--- src/rtl/traffic_request_conditioner_if.sv ---
// traffic_request_conditioner_if
//   Bundles the traffic request conditioner's detector, colour-feedback and
//   request signals.
//   slave  : used by the conditioner. Raw inputs and colour buses come in.
//            SA/SB/PED_WAIT_A/PED_WAIT_B go out.
//   master : used by the driving side, such as the detectors/controller
//            model or a testbench.
//   Signals:
//     CAR_A, CAR_B  raw car detectors (async, may bounce)
//     PED_A, PED_B  raw pedestrian buttons
//     A, B [1:0]    controller colour per road: 00 RED, 01 YELLOW, 10 GREEN, 11 BLINKING_RED
//     SA, SB        latched green requests to the controller
//     PED_WAIT_A/B  pedestrian wait lamps
interface traffic_request_conditioner_if;
  logic       CAR_A;
  logic       CAR_B;
  logic       PED_A;
  logic       PED_B;
  logic [1:0] A;
  logic [1:0] B;
  logic       SA;
  logic       SB;
  logic       PED_WAIT_A;
  logic       PED_WAIT_B;

  modport master (
    output CAR_A, CAR_B, PED_A, PED_B, A, B,
    input  SA, SB, PED_WAIT_A, PED_WAIT_B
  );

  modport slave (
    input  CAR_A, CAR_B, PED_A, PED_B, A, B,
    output SA, SB, PED_WAIT_A, PED_WAIT_B
  );
endinterface

--- src/rtl/traffic_request_conditioner.sv ---
// traffic_request_conditioner
//   Upstream stage of the traffic light controller. Each raw car detector and
//   pedestrian button is synchronised (2 flops) and debounced. The module then
//   produces latched green requests SA/SB and pedestrian wait lamps.
//   A request clears when the controller shows GREEN on the corresponding
//   colour bus.
//   Cars are level-sensitive. Pedestrian buttons act only on the rising edge
//   of the debounced level.
//   Parameters:
//     DEB_CYCLES (1..15) stable cycles needed to accept a new debounced level
//     MAX_WAIT   (1..255) continuous-green cycles before the opposite request
//                is forced (AUTO_REQ_EN only)
//   Optional feature: define AUTO_REQ_EN to enable starvation protection.
//   Ports:
//     CLK    system clock, posedge
//     RST_N  asynchronous active-low reset
//     bus    traffic_request_conditioner_if.slave (detectors, colours, requests)
module traffic_request_conditioner #(
  parameter int unsigned DEB_CYCLES = 4,
  parameter int unsigned MAX_WAIT   = 64
) (
  input logic                          CLK,
  input logic                          RST_N,
  traffic_request_conditioner_if.slave bus
);

  typedef enum logic [1:0] {
    RED       = 2'b00,
    YELLOW    = 2'b01,
    GREEN     = 2'b10,
    BLINK_RED = 2'b11
  } colour_e;

  // Debounce channel indices
  localparam int unsigned CH_CAR_A = 0;
  localparam int unsigned CH_CAR_B = 1;
  localparam int unsigned CH_PED_A = 2;
  localparam int unsigned CH_PED_B = 3;

  localparam logic [3:0] DEB_LAST = 4'(DEB_CYCLES - 1);

  if (DEB_CYCLES < 1 || DEB_CYCLES > 15) begin : g_bad_deb
    $error("DEB_CYCLES out of range 1..15");
  end
  if (MAX_WAIT < 1 || MAX_WAIT > 255) begin : g_bad_wait
    $error("MAX_WAIT out of range 1..255");
  end

  colour_e    w_col_a;
  colour_e    w_col_b;
  logic       w_green_a;
  logic       w_green_b;
  logic [3:0] w_raw;
  logic [3:0] r_s1;
  logic [3:0] r_s2;
  logic [3:0] r_deb;
  logic [3:0] r_deb_q;
  logic [3:0] r_cnt [4];
  logic       w_rise_ped_a;
  logic       w_rise_ped_b;
  logic       w_set_a;
  logic       w_set_b;
  logic       w_sa_next;
  logic       w_sb_next;
  logic       w_pw_a_next;
  logic       w_pw_b_next;
  logic       r_sa;
  logic       r_sb;
  logic       r_pw_a;
  logic       r_pw_b;

  assign w_col_a   = colour_e'(bus.A);
  assign w_col_b   = colour_e'(bus.B);
  assign w_green_a = (w_col_a == GREEN);
  assign w_green_b = (w_col_b == GREEN);
  assign w_raw     = {bus.PED_B, bus.PED_A, bus.CAR_B, bus.CAR_A};

  // Synchroniser plus a one-cycle delayed debounced level for edge detection
  always_ff @(posedge CLK or negedge RST_N) begin
    if (!RST_N) begin
      r_s1    <= '0;
      r_s2    <= '0;
      r_deb_q <= '0;
    end else begin
      r_s1    <= w_raw;
      r_s2    <= r_s1;
      r_deb_q <= r_deb;
    end
  end

  // Debounce: accept s2 after it differs from deb for DEB_CYCLES edges in a row
  always_ff @(posedge CLK or negedge RST_N) begin
    if (!RST_N) begin
      r_deb <= '0;
      for (int unsigned i = 0; i < 4; i++) begin
        r_cnt[i] <= '0;
      end
    end else begin
      for (int unsigned i = 0; i < 4; i++) begin
        if (r_s2[i] == r_deb[i]) begin
          r_cnt[i] <= '0;
        end else if (r_cnt[i] == DEB_LAST) begin
          r_deb[i] <= r_s2[i];
          r_cnt[i] <= '0;
        end else begin
          r_cnt[i] <= r_cnt[i] + 4'd1;
        end
      end
    end
  end

  // Rise is seen one cycle after deb changes, which puts requests one edge after deb
  assign w_rise_ped_a = r_deb[CH_PED_A] & ~r_deb_q[CH_PED_A];
  assign w_rise_ped_b = r_deb[CH_PED_B] & ~r_deb_q[CH_PED_B];

`ifdef AUTO_REQ_EN
  localparam logic [7:0] WAIT_MAX = 8'(MAX_WAIT);

  logic [7:0] r_wait_cnt;
  logic       r_wait_on_b;
  logic [7:0] w_wait_next;
  logic       w_force_a;
  logic       w_force_b;

  // Count continuous green of one road. A direct swap of green between roads restarts the count.
  always_comb begin
    w_wait_next = '0;
    if (w_green_a ^ w_green_b) begin
      if (r_wait_cnt != '0 && r_wait_on_b == w_green_b) begin
        w_wait_next = (r_wait_cnt == WAIT_MAX) ? WAIT_MAX : r_wait_cnt + 8'd1;
      end else begin
        w_wait_next = 8'd1;
      end
    end
  end

  assign w_force_b = w_green_a & ~w_green_b & (w_wait_next == WAIT_MAX);
  assign w_force_a = w_green_b & ~w_green_a & (w_wait_next == WAIT_MAX);

  always_ff @(posedge CLK or negedge RST_N) begin
    if (!RST_N) begin
      r_wait_cnt  <= '0;
      r_wait_on_b <= 1'b0;
    end else begin
      r_wait_cnt  <= w_wait_next;
      r_wait_on_b <= w_green_b;
    end
  end
`endif

  always_comb begin
    w_set_a = r_deb[CH_CAR_A] | w_rise_ped_a;
    w_set_b = r_deb[CH_CAR_B] | w_rise_ped_b;
`ifdef AUTO_REQ_EN
    w_set_a = w_set_a | w_force_a;
    w_set_b = w_set_b | w_force_b;
`endif
    // Clear wins over set
    w_sa_next   = w_green_a ? 1'b0 : (r_sa | w_set_a);
    w_sb_next   = w_green_b ? 1'b0 : (r_sb | w_set_b);
    // Crossing A needs B green and crossing B needs A green
    w_pw_a_next = w_green_b ? 1'b0 : (r_pw_a | w_rise_ped_a);
    w_pw_b_next = w_green_a ? 1'b0 : (r_pw_b | w_rise_ped_b);
  end

  always_ff @(posedge CLK or negedge RST_N) begin
    if (!RST_N) begin
      r_sa   <= 1'b0;
      r_sb   <= 1'b0;
      r_pw_a <= 1'b0;
      r_pw_b <= 1'b0;
    end else begin
      r_sa   <= w_sa_next;
      r_sb   <= w_sb_next;
      r_pw_a <= w_pw_a_next;
      r_pw_b <= w_pw_b_next;
    end
  end

  assign bus.SA         = r_sa;
  assign bus.SB         = r_sb;
  assign bus.PED_WAIT_A = r_pw_a;
  assign bus.PED_WAIT_B = r_pw_b;

endmodule

--- src/flat_wrapper.sv ---
// flat-port wrapper written by rule: the top's interface ports become plain ports
module traffic_request_conditioner_flat 
#(
  parameter int unsigned DEB_CYCLES = 4,
  parameter int unsigned MAX_WAIT   = 64
)
  (CLK, RST_N, bus_CAR_A, bus_CAR_B, bus_PED_A, bus_PED_B, bus_A, bus_B, bus_SA, bus_SB, bus_PED_WAIT_A, bus_PED_WAIT_B);
  traffic_request_conditioner_if bus_i ();
  input logic CLK;
  input logic RST_N;
  input wire logic [$bits(bus_i.CAR_A)-1:0] bus_CAR_A;
  input wire logic [$bits(bus_i.CAR_B)-1:0] bus_CAR_B;
  input wire logic [$bits(bus_i.PED_A)-1:0] bus_PED_A;
  input wire logic [$bits(bus_i.PED_B)-1:0] bus_PED_B;
  input wire logic [$bits(bus_i.A)-1:0] bus_A;
  input wire logic [$bits(bus_i.B)-1:0] bus_B;
  output wire logic [$bits(bus_i.SA)-1:0] bus_SA;
  output wire logic [$bits(bus_i.SB)-1:0] bus_SB;
  output wire logic [$bits(bus_i.PED_WAIT_A)-1:0] bus_PED_WAIT_A;
  output wire logic [$bits(bus_i.PED_WAIT_B)-1:0] bus_PED_WAIT_B;
  assign bus_i.CAR_A = bus_CAR_A;
  assign bus_i.CAR_B = bus_CAR_B;
  assign bus_i.PED_A = bus_PED_A;
  assign bus_i.PED_B = bus_PED_B;
  assign bus_i.A = bus_A;
  assign bus_i.B = bus_B;
  assign bus_SA = bus_i.SA;
  assign bus_SB = bus_i.SB;
  assign bus_PED_WAIT_A = bus_i.PED_WAIT_A;
  assign bus_PED_WAIT_B = bus_i.PED_WAIT_B;
  traffic_request_conditioner #(.DEB_CYCLES(DEB_CYCLES), .MAX_WAIT(MAX_WAIT)) u_core (.CLK(CLK), .RST_N(RST_N), .bus(bus_i));
endmodule
--- config.mk ---
export PLATFORM = sky130hd
export DESIGN_NAME = traffic_request_conditioner_flat
export DESIGN_NICKNAME = d
export VERILOG_FILES = /design/src/rtl/traffic_request_conditioner_if.sv /design/src/rtl/traffic_request_conditioner.sv /design/src/flat_wrapper.sv
export SDC_FILE = /design/constraint.sdc
export NUM_CORES = 1
export LEC_CHECK = 0
export ABC_CLOCK_PERIOD_IN_PS = 2500
export CAP_MARGIN = 30
export CORE_AREA = 2 2 55 57
export CTS_CLUSTER_SIZE = 12
export DETAILED_ROUTE_END_ITERATION = 10
export DIE_AREA = 0 0 57 59
export PLACE_DENSITY = 0.82
export SYNTH_ARGS = -nofsm -noshare
export SYNTH_HDL_FRONTEND = slang
export SYNTH_SLANG_ARGS = --single-unit
--- constraint.sdc ---
create_clock -name CLK -period 2.5 [get_ports CLK]
set_clock_uncertainty 0.1 [all_clocks]
set_input_delay 0.375 -clock CLK [delete_from_list [all_inputs] [get_ports CLK]]
set_output_delay 0.375 -clock CLK [all_outputs]
set_load 0.02 [all_outputs]
After elaboration in Yosys (flattened, before gate mapping)
Index checks and enable logic that the tools add are counted.
{"block": "totals", "reg_bits": 36, "latchBits": 0, "mem_bits_rw": 0, "mem_bits_ro": 0, "input_bits": 10, "out_inout_bits": 4, "elab_cells": 59, "memories": 0}
{"block": "op_classes", "add_sub_neg": 4, "n_mul": 0, "n_div": 0, "n_lt_le_gt_ge": 0, "n_eq_ne": 10, "n_shift": 0, "n_mux": 12, "bitwise": 14, "reduce_logical": 4}
{"operator": "two-way mux 4 bit", "count": 8}
{"operator": "adder 4 x 1 -> 4 bit (second input constant)", "count": 4}
{"operator": "== test 4 x 2 -> 1 bit (second input constant)", "count": 4}
{"operator": "AND reduction 2 bit", "count": 4}
{"operator": "inverter 1 bit", "count": 6}
{"operator": "bitwise OR 1 bit", "count": 6}
{"operator": "== test 1 bit", "count": 4}
{"operator": "== test 2 bit (second input constant)", "count": 2}
{"operator": "two-way mux 1 bit", "count": 4}
{"operator": "AND 1 bit", "count": 2}

Depth between registers and ports, before layout
{"block": "logic_depth", "depth_word": 5, "depth_mapped": 3, "depth_no_buf": 3}

Least setup slack after synthesis
OpenSTA, ideal clock, no wires.
{"block": "synth_path", "kind": "register -> register", "from": "register u_core.r_cnt[12] in the netlist's numbering", "to": "register u_core.r_deb[0]", "setup_time_ps": 125, "t_arrival_ps": 1041, "required_ps": 2275, "setup_slack_ps": 1234, "stages_incl_launch_ff": 4, "synth_period_minus_slack_ps": 1266, "path_cell_list": "dfrtp_1 > ha_1 > nor3b_2 > mux2_2"}
{"block": "synth_between", "elab_chain_cells": 2}
{"item": "from (decl)", "line": "traffic_request_conditioner.sv:58", "text": "logic [3:0] r_cnt [4];"}
{"item": "from (signal, indexed assignment)", "line": "traffic_request_conditioner.sv:106", "text": "r_cnt[i] <= r_cnt[i] + 4'd1;"}
{"item": "== test 4 x 2 -> 1 bit", "line": "traffic_request_conditioner.sv:102", "text": "end else if (r_cnt[i] == DEB_LAST) begin"}
{"item": "AND reduction 2 bit (no source line)"}
{"item": "to (signal, indexed assignment)", "line": "traffic_request_conditioner.sv:103", "text": "r_deb[i] <= r_s2[i];"}
{"item": "to (decl)", "line": "traffic_request_conditioner.sv:56", "text": "logic [3:0] r_deb;"}
No other way between the ends.
A chain may end at the register's enable or synchronous reset.

Final worst setup path
{"block": "layout_path", "from": "register u_core.r_sb, in the netlist u_core.bus.SB", "to": "output port bus_SB"}
{"item": "from (decl)", "line": "traffic_request_conditioner.sv:68", "text": "logic r_sb;"}
{"item": "from (signal assigned)", "line": "traffic_request_conditioner.sv:174", "text": "r_sb <= w_sb_next;"}
{"item": "to (decl)", "line": "flat_wrapper.sv:18", "text": "output wire logic [$bits(bus_i.SB)-1:0] bus_SB;"}
No word-level cell between the ends.

==> impl_metrics.env <==
export IMPL_syn_area_mm2=0.001334
export IMPL_worstHoldStart="u_core.r_s1[1]"
export IMPL_cp_max_fo=2
export IMPL_place_hpwl_mm=1.470
export IMPL_finalHoldViolations=0
export IMPL_yosysTopAreaCellShare_pct=63.79
export IMPL_startpoint="u_core.bus.SB"
export IMPL_fin_nets=133
export IMPL_rsz0062_at_grt="false"
export IMPL_crit_chain="clkdlybuf4s50_1"
export IMPL_synth_area_top_cells="dfrtp_1, a21oi_1, ha_1, nor3b_2, nor4_2"
export IMPL_p_leak_nw=0.6793
export IMPL_post_route_min_period_ns=1.782
export IMPL_cp_slowest_stage_delay_ns=0.60
export IMPL_die_x_um=57
export IMPL_fmax_ghz=0.5611
export IMPL_grt_pass1_wl_mm=3.415
export IMPL_die_area_mm2=0.003363
export IMPL_grt_pass1_vias=790
export IMPL_crit_path_end_kind="primary output"
export IMPL_cts_made_buffers=5
export IMPL_wirelength_mm=1.965
export IMPL_hold_slack_ns=0.2577
export IMPL_drive_gt1_share_pct=16.81
export IMPL_start_util_pct=49.22
export IMPL_htreeDepth=2
export IMPL_ir_worst_vdd_uv=579.5
export IMPL_place_gp_congestion=0.6607
export IMPL_antenna_found_initial=0
export IMPL_io_buffers=13
export IMPL_worst_setup_path_type="reg2out"
export IMPL_stdcell_area_mm2=0.001558
export IMPL_overflow=0
export IMPL_post_cts_buffers=0
export IMPL_cts_resized=0
export IMPL_antenna_cells=0
export IMPL_worstMarginPinSlew_ns=0.4065
export IMPL_hold_buffers=0
export IMPL_ios=14
export IMPL_slew_headroom_pct=72.70
export IMPL_clkTransAtPathRegs_ns=0.10
export IMPL_reg2reg_from="u_core.r_cnt[0]"
export IMPL_synth_avg_cell_area_um2=13.61
export IMPL_worst_ep_arrival_time_ns=1.31
export IMPL_core_area_mm2=0.002710
export IMPL_synthCells=98
export IMPL_area_delta_synth_final_pct=16.79
export IMPL_synth_cell_types=15
export IMPL_dpl_cell_area_mm2=0.001510
export IMPL_antenna_left=0
export IMPL_slowest_stage="clkdlybuf4s50_1"
export IMPL_final_period_utilization_pct=71.29
export IMPL_synth_nets=112
export IMPL_powerDensity_mw_per_mm2=924.9
export IMPL_vias=784
export IMPL_status="complete, no violations"
export IMPL_synth_top_cells_by_count="dfrtp_1, a21oi_1, nand2b_1, nor2_1"
export IMPL_cap_violations=0
export IMPL_dr_pass1_iters=4
export IMPL_async_flop_share_pct=100.0
export IMPL_clockRootBuffer="clkbuf_4"
export IMPL_hold_path_class="reg2reg"
export IMPL_grt_max_degree=35
export IMPL_cts_sinks=34
export IMPL_synth_edff_count=0
export IMPL_crit_family="buffers and inverters"
export IMPL_wl_per_cell_um=13.10
export IMPL_row_count=19
export IMPL_drc=0
export IMPL_synthMostInstantiatedCell="dfrtp_1"
export IMPL_setup_viol=0
export IMPL_cts_buffer_depth=2
export IMPL_ys_seq_area_share_pct=63.79
export IMPL_finalSetupTns_ns=0
export IMPL_yosys_area_top_type="dfrtp_1"
export IMPL_required_ns=2.03
export IMPL_synth_top_flop_cell="dfrtp_1"
export IMPL_cts_tree="yes"
export IMPL_fp_dieH_um=59
export IMPL_synth_warning_count=0
export IMPL_crit_path_start_kind="flip-flop"
export IMPL_grt_util_all_layers_pct=14.46
export IMPL_synth_seq_cells=34
export IMPL_clk_latency_ns=0.33
export IMPL_routed_via_density=5.227
export IMPL_drt_iter0_markers=7
export IMPL_worst_path_buf_inv=1
export IMPL_drv_slew=0
==> cell usage in the layout (no fill, tap or decap) <==
cell / n
a21oi_1: 12
and2b_1: 2
and4_1: 4
buf_4: 1
clkbuf_4: 5
clkdlybuf4s50_1: 13
clkinv_2: 2
dfrtp_1: 34
ha_1: 4
inv_1: 2
mux2_2: 4
nand2b_1: 6
nand3b_1: 4
nor2_1: 6
nor2b_1: 4
nor3_1: 4
nor3b_2: 4
nor4_2: 4
xnor2_1: 4
==> per-stage QoR <==
step                power, W  instances  worst slack, ns  util [%]
global placement    0.001165        143            1.108     55.72
detailed placement  0.001191        143            1.092     55.72
global route        0.001550        150           0.6598     57.48
finish              0.001441        150           0.7177     57.48
CTS                 0.001470        150           0.7028     57.48
floorplan           0.001038         98            1.234         -
==> area by class of cell <==
class,instances,area [µm²]
repair buffers,14,137.6
clock buffers,5,37.54
inverters,2,7.507
flip-flops and latches,34,850.8
fillers,237,1152
well taps,31,38.79
clock inverters,2,10.01
multi-input cells,62,475.5
==> flip-flops by register name (all words and copies together) (netlist names) <==
name and count:
u_core.bus.PED_WAIT_B 1, u_core.r_deb_q 2, u_core.bus.PED_WAIT_A 1, u_core.r_deb 4, u_core.r_s1 4, u_core.r_s2 4
u_core.bus.SB 1, u_core.bus.SA 1, u_core.r_cnt 16
==> logic make-up (layout without fill, tap and decap cells) <==
| kind of cell | Yosys count | in the layout | synth area share [%] |
|---|---|---|---|
| compound gates | 12 | 12 | 4.503 |
| xor+xnor | 4 | 4 | 2.626 |
| fa+ha+maj | 4 | 4 | 3.752 |
| buf+inv | 2 | 23 | 0.5631 |
| flops | 34 | 34 | 63.79 |
| mux | 4 | 4 | 3.377 |
| simple gates | 38 | 38 | 21.39 |
==> path summary, 6_finish.rpt <==
check,endpoint,cells after the start,slack [ns]
min reg2reg,u_core.r_s2[1],0,0.26
max,bus_SB,1,0.72
min in group asynchronous,u_core.r_s1[0],2,0.34
max reg2reg,u_core.r_deb[3],3,1.09
min,u_core.r_s2[1],0,0.26
max in group asynchronous,u_core.r_s1[1],2,1.68
==> power breakdown <==
group / switching [W] / total, W / internal (W)
combinational: 0.000187 / 0.000389 / 0.000203
clock: 0.000171 / 0.000271 / 0.000101
sequential: 0.0000956 / 0.000780 / 0.000685
total: 0.000453 / 0.00144 / 0.000988
==> metal layers <==
| metal | global-route usage, % | part of all wire [%] |
|---|---|---|
| met2 | 22.17 | 51 |
| met4 | 11.30 | 3.1 |
| met1 | 16.81 | 42 |
| met3 | 4.803 | 3.9 |
| met5 | 0 | 0 |
Power figures use the tool's default switching activity.
